==> src/rtl/alu_bist_sequencer.sv <==
// rtl/alu_bist_sequencer.sv - ROM-driven ALU self-test sequencer with mismatch counting
// Start is registered once before the FSM sees it, so a run ends in cycle N*(3+ALU_LAT)+2.
module alu_bist_sequencer #(
    parameter int WIDTH   = 16,
    parameter int NUM_VEC = 64,
    parameter int ALU_LAT = 0,
    parameter int ERR_W   = 8,
    parameter int AW      = (NUM_VEC > 1) ? $clog2(NUM_VEC) : 1,
    parameter int VEC_W   = 3 * WIDTH + 15
) (
    input  logic               clk,
    input  logic               reset,
    input  logic               start,
    input  logic               loop_en,
    output logic [AW-1:0]      vec_addr,
    input  logic [VEC_W-1:0]   vec_data,
    output logic [7:0]         alu_op,
    output logic [WIDTH-1:0]   alu_in1,
    output logic [WIDTH-1:0]   alu_in2,
    input  logic [WIDTH-1:0]   alu_out,
    input  logic [4:0]         alu_conds,
    output logic               busy,
    output logic               done,
    output logic               pass,
    output logic [ERR_W-1:0]   err_count,
    output logic               fail_valid,
    output logic [AW-1:0]      first_fail_addr
);

    localparam int LW = (ALU_LAT > 1) ? $clog2(ALU_LAT) : 1;

    typedef enum logic [2:0] {
        S_IDLE,
        S_FETCH,
        S_LOAD,
        S_WAIT,
        S_CHECK,
        S_DONE
    } state_t;

    state_t             state_q, state_d;
    logic               start_q, start_d;
    logic [AW-1:0]      idx_q, idx_d;
    logic [7:0]         op_q, op_d;
    logic [WIDTH-1:0]   in1_q, in1_d;
    logic [WIDTH-1:0]   in2_q, in2_d;
    logic [WIDTH-1:0]   exp_out_q, exp_out_d;
    logic [4:0]         exp_conds_q, exp_conds_d;
    logic               chk_out_q, chk_out_d;
    logic               chk_conds_q, chk_conds_d;
    logic [LW-1:0]      wait_q, wait_d;
    logic [ERR_W-1:0]   err_q, err_d;
    logic               fail_q, fail_d;
    logic [AW-1:0]      ffa_q, ffa_d;
    logic               mismatch;
    logic               last_vec;

    // Vector layout, MSB first: op, in1, in2, exp_out, exp_conds, chk_out, chk_conds
    logic [7:0]         v_op;
    logic [WIDTH-1:0]   v_in1, v_in2, v_exp;
    assign v_op  = vec_data[VEC_W-1 -: 8];
    assign v_in1 = vec_data[VEC_W-9 -: WIDTH];
    assign v_in2 = vec_data[VEC_W-9-WIDTH -: WIDTH];
    assign v_exp = vec_data[VEC_W-9-2*WIDTH -: WIDTH];

    assign last_vec = (idx_q == AW'(NUM_VEC - 1));

    always_comb begin
        state_d     = state_q;
        start_d     = start;
        idx_d       = idx_q;
        op_d        = op_q;
        in1_d       = in1_q;
        in2_d       = in2_q;
        exp_out_d   = exp_out_q;
        exp_conds_d = exp_conds_q;
        chk_out_d   = chk_out_q;
        chk_conds_d = chk_conds_q;
        wait_d      = wait_q;
        err_d       = err_q;
        fail_d      = fail_q;
        ffa_d       = ffa_q;
        mismatch    = 1'b0;

        case (state_q)
            S_IDLE, S_DONE: begin
                if (start_q) begin
                    state_d = S_FETCH;
                    idx_d   = '0;
                    err_d   = '0;
                    fail_d  = 1'b0;
                    ffa_d   = '0;
                end
            end
            S_FETCH: state_d = S_LOAD;
            S_LOAD: begin
                // A terminator is never applied, so the ALU inputs keep the last real vector
                if (v_op == 8'hFF) begin
                    state_d = S_DONE;
                end else begin
                    op_d        = v_op;
                    in1_d       = v_in1;
                    in2_d       = v_in2;
                    exp_out_d   = v_exp;
                    exp_conds_d = vec_data[6:2];
                    chk_out_d   = vec_data[1];
                    chk_conds_d = vec_data[0];
                    wait_d      = '0;
                    state_d     = (ALU_LAT > 0) ? S_WAIT : S_CHECK;
                end
            end
            S_WAIT: begin
                if (wait_q == LW'(ALU_LAT - 1)) begin
                    state_d = S_CHECK;
                end else begin
                    wait_d = wait_q + 1'b1;
                end
            end
            S_CHECK: begin
                mismatch = (chk_out_q && (alu_out != exp_out_q)) ||
                           (chk_conds_q && (alu_conds != exp_conds_q));
                if (mismatch) begin
                    if (err_q != '1) begin
                        err_d = err_q + 1'b1;
                    end
                    if (!fail_q) begin
                        fail_d = 1'b1;
                        ffa_d  = idx_q;
                    end
                end
                if (last_vec && loop_en) begin
                    state_d = S_FETCH;
                    idx_d   = '0;
                end else if (last_vec) begin
                    state_d = S_DONE;
                end else begin
                    state_d = S_FETCH;
                    idx_d   = idx_q + 1'b1;
                end
            end
            default: state_d = S_IDLE;
        endcase
    end

    always_ff @(posedge clk) begin
        if (reset) begin
            state_q     <= S_IDLE;
            start_q     <= 1'b0;
            idx_q       <= '0;
            op_q        <= '0;
            in1_q       <= '0;
            in2_q       <= '0;
            exp_out_q   <= '0;
            exp_conds_q <= '0;
            chk_out_q   <= 1'b0;
            chk_conds_q <= 1'b0;
            wait_q      <= '0;
            err_q       <= '0;
            fail_q      <= 1'b0;
            ffa_q       <= '0;
        end else begin
            state_q     <= state_d;
            start_q     <= start_d;
            idx_q       <= idx_d;
            op_q        <= op_d;
            in1_q       <= in1_d;
            in2_q       <= in2_d;
            exp_out_q   <= exp_out_d;
            exp_conds_q <= exp_conds_d;
            chk_out_q   <= chk_out_d;
            chk_conds_q <= chk_conds_d;
            wait_q      <= wait_d;
            err_q       <= err_d;
            fail_q      <= fail_d;
            ffa_q       <= ffa_d;
        end
    end

    assign vec_addr        = idx_q;
    assign alu_op          = op_q;
    assign alu_in1         = in1_q;
    assign alu_in2         = in2_q;
    assign busy            = (state_q == S_FETCH) || (state_q == S_LOAD) ||
                             (state_q == S_WAIT)  || (state_q == S_CHECK);
    assign done            = (state_q == S_DONE);
    assign pass            = done && (err_q == '0);
    assign err_count       = err_q;
    assign fail_valid      = fail_q;
    assign first_fail_addr = ffa_q;

endmodule
==> config.mk <==
export PLATFORM = sky130hd
export DESIGN_NAME = alu_bist_sequencer
export DESIGN_NICKNAME = d
export VERILOG_FILES = /design/src/rtl/alu_bist_sequencer.sv
export SDC_FILE = /design/constraint.sdc
export NUM_CORES = 1
export LEC_CHECK = 0
export CORE_MARGIN = 10
export CORE_UTILIZATION = 40
export CTS_BUF_LIST = sky130_fd_sc_hd__clkbuf_16
export DETAILED_ROUTE_END_ITERATION = 10
export PLACE_DENSITY = 0.71
export SKIP_CTS_REPAIR_TIMING = 1
export SYNTH_ARGS = -nofsm -noshare
export SYNTH_HDL_FRONTEND = slang
export SYNTH_SLANG_ARGS = --single-unit
export TNS_END_PERCENT = 5
==> constraint.sdc <==
create_clock -name clk -period 2.6 [get_ports clk]
set_clock_uncertainty 0.1 [all_clocks]
set_input_delay 0.52 -clock clk [delete_from_list [all_inputs] [get_ports clk]]
set_output_delay 0.52 -clock clk [all_outputs]
set_load 0.01 [all_outputs]
==> results of run 1 <==
==> Yosys cell counts (all sizes together), types with 2 or more instances <==
cell type | count | area share
a21oi | 68 | 0.091
o22ai | 2 | 0.0033
a221o | 2 | 0.0053
buf | 5 | 0.0090
dfxtp | 89 | 0.47
o31ai | 2 | 0.0040
nand3b | 2 | 0.0040
a21o | 2 | 0.0040
mux2i | 2 | 0.0053
nand2 | 130 | 0.13
a31oi | 2 | 0.0033
xor2 | 8 | 0.019
a311oi | 2 | 0.0046
o21ai | 4 | 0.0053
nor4 | 3 | 0.0050
inv | 6 | 0.0060
and2 | 2 | 0.0033
o21a | 2 | 0.0040
nor2b | 2 | 0.0033
ha | 3 | 0.010
xnor2 | 18 | 0.042
or3 | 2 | 0.0033
nor2 | 24 | 0.027
nand3 | 9 | 0.012
nand2b | 4 | 0.0066
nand4 | 9 | 0.015
nor3 | 11 | 0.017
clkbuf | 24 | 0.024
and3 | 4 | 0.0066
a31o | 5 | 0.012
nor4b | 6 | 0.014
==> final timing paths <==
path                                         startpoint                   endpoint  slack [ns]  cells past startpoint
worst max register to register  state_q[2]$_SDFFE_PP0P_  err_count[2]$_SDFFE_PP0P_        0.28                      7
worst min-delay path            alu_in1[7]$_SDFFE_PP0P_    alu_in1[7]$_SDFFE_PP0P_        0.35                      2
worst min register to register  alu_in1[7]$_SDFFE_PP0P_    alu_in1[7]$_SDFFE_PP0P_        0.35                      2
worst max-delay path                         alu_out[0]  err_count[0]$_SDFFE_PP0P_        0.27                      8
==> per-stage QoR <==
| stage | hold WS [ns] | total power, W |
|---|---|---|
| after detailed placement | 0.346 | 0.00315 |
| after floorplan | 0.332 | 0.00249 |
| after global routing | 0.377 | 0.00467 |
| after CTS | 0.354 | 0.00445 |
| after global placement | 0.342 | 0.00312 |
| final | 0.354 | 0.00441 |
==> power by group through the flow <==
| stage | Combinational, W | Clock [W] | Sequential (W) |
|---|---|---|---|
| detailed placement | 0.00146 | 0 | 0.00169 |
| finish | 0.00145 | 0.00129 | 0.00167 |
| global route | 0.00161 | 0.00137 | 0.00169 |
| CTS | 0.00147 | 0.00132 | 0.00166 |
| global placement | 0.00143 | 0 | 0.00169 |
| floorplan | 0.000771 | 0 | 0.00172 |
==> cell families after synthesis <==
logic type	Yosys count
fa+ha+maj	3
xor+xnor	26
simple gates	211
compound gates	100
buf+inv	35
mux	3
flops	89
==> final cells by class <==
cell class	count	area share
Clock buffer	9	0.0393
Inverter	6	0.00393
Timing Repair Buffer	168	0.285
Sequential cell	89	0.311
Tap cell	111	0.0242
Multi-Input combinational cell	343	0.324
Clock inverter	7	0.0124
==> cells in the final DEF (no fill, tap or decap), types with 4 or more instances in the layout <==
master | netlist | final
clkdlybuf4s50_1 | 0 | 149
nand2_1 | 130 | 130
xor2_1 | 8 | 8
inv_1 | 6 | 7
a31o_2 | 5 | 5
dfxtp_1 | 89 | 89
buf_4 | 1 | 17
nand2b_1 | 4 | 4
clkbuf_16 | 0 | 9
and3_1 | 4 | 4
nand3_1 | 9 | 9
nand4_1 | 9 | 9
nor4b_1 | 6 | 5
nor2_1 | 22 | 21
a21oi_1 | 67 | 67
nor3_1 | 9 | 9
xnor2_1 | 18 | 18
==> per-layer routing <==
layer	share of wire	global-route usage	vias up
li1	-	-	1883
met1	0.41	0.192	1796
met2	0.49	0.276	109
met3	0.081	0.0576	12
met4	0.015	0.0651	0
met5	0	0	-
==> critical path, cell delays in order <==
cell and delay [ns]:
clkdlybuf4s50_1 0.47, xnor2_1 0.12, nand4_1 0.13, o41a_1 0.47
buf_4 0.17, nor2_2 0.16, o31a_1 0.28, mux2_2 0.19
==> registers in the layout (all words and copies together) (netlist names), 3 cells and up <==
register,flops
state_q,3
err_count,8
alu_in1,16
exp_out_q,16
alu_in2,16
first_fail_addr,6
vec_addr,6
exp_conds_q,5
alu_op,8
==> out/qor.txt, run 1 <==
status - finished, final reports clean
Worst-Skew Late Latency - 0.33 ns
Max rail drop VDD - 0.000508 V
Post-DRT Antenna Nets - 0
DIE HEIGHT - 117 um
Slew @ Worst Pin - 0.533 ns
DRT Wirelength - 11,800 um
dpl cell area - 5430 um^2
setup repair after global routing missed its margin - no
initial DRC count - 212
critical path class - in -> reg
cell-internal power - 0.00299 W
worst min-delay path class - reg -> reg
cts bufs inserted - 9
area share of xor/xnor cells in the synthesized design - 0.0604
largest family of logic cells by synthesized area - simple AND/OR/NAND/NOR gates
CTS tree - yes
Die Span X - 117 um
clock sink total - 89
routability congestion estimate from global placement - 0.784
vias per inst - 5.18
root buf cell - clkbuf_16
power share of the sequential group - 0.378
Ys Warns - 0
final core utilization - 0.624
largest net degree at the start of global routing - 48
Row Count - 35
simple-gate share of the synthesized area - 0.253
Netlist cell types - 51
Worst setup EP type - register
Max FO, Critical Path - 5
total global routing overflow - 0
design area - 5740 um^2
Post-synth EDFFs - 0
Synth Net Count - 558
initial core utilization - 0.410
post-synthesis average cell area - 8.08 um^2
GRT Total Usage - 0.166
P per Cell Area - 768 nW/um^2
crit path DAT - 2.51 ns
port bufs - 151
fmax - 428 MHz
drt pass-1 iters - 6
Sw Ratio - 0.321
H-tree depth - 3
initial antenna violation count - 0
total of max-cap violations - 0
placed cells - 717
footprint of the multi-input gates - 1860 um^2
diodes inserted - 0
Final TNS setup - 0 ns
mux contribution to synthesized area - 0.00829
Slew Limit Headroom - 0.643
required time of the critical path - 2.78 ns
Layout area overhead - 52.1%
core area - 9200 um^2
Final nets - 708
share of cells above drive strength 1 - 0.0788
final std cells w/o fill - 733
final worst slack - 0.266 ns
Sequential Area - 1780 um^2
# fillers - 790
Reg clk slew, reported paths - 0.06 ns
Synth Area in Compound Gates - 0.157
drt drc - 0
Vias - 3,800
Cells after Synth - 467
Logic pwr share - 0.330
HPWL Detailed - 8820 um
routed len/inst - 16.0 um
minimum clock period - 2.33 ns
number of I/O pins - 152
post-synthesis sequential area ratio - 0.472
top_reg_cell synth - dfxtp_1
number of max-slew violations in the final report - 0
Clock Path Buffers - 2
Leakage - 2.06 nW
Final Hold Vio Count - 0
P_sw - 0.00141 W
Mapped Area - 3770 um^2
first-pass GRT wire length - 18,300 um
endpoints failing setup - 0
Synth Register Bits - 89
vias in the first global route - 3,755
die area - 13,700 um^2
Clk pwr share - 0.292
Post-Synth Adder-Cell Area - 0.00995
crit share post-route - 0.898
crit path launch type - input port
Synth async-reset ratio - 0
post-place setup slack - -0.0870 ns
Power figures use the tool's default switching activity.
==> run 2: changes to the inputs <==
CAP_MARGIN = 10   (was not set)
==> results of run 2 <==
Same layout as run 1: the final DEF is identical, and so are final timing and power.
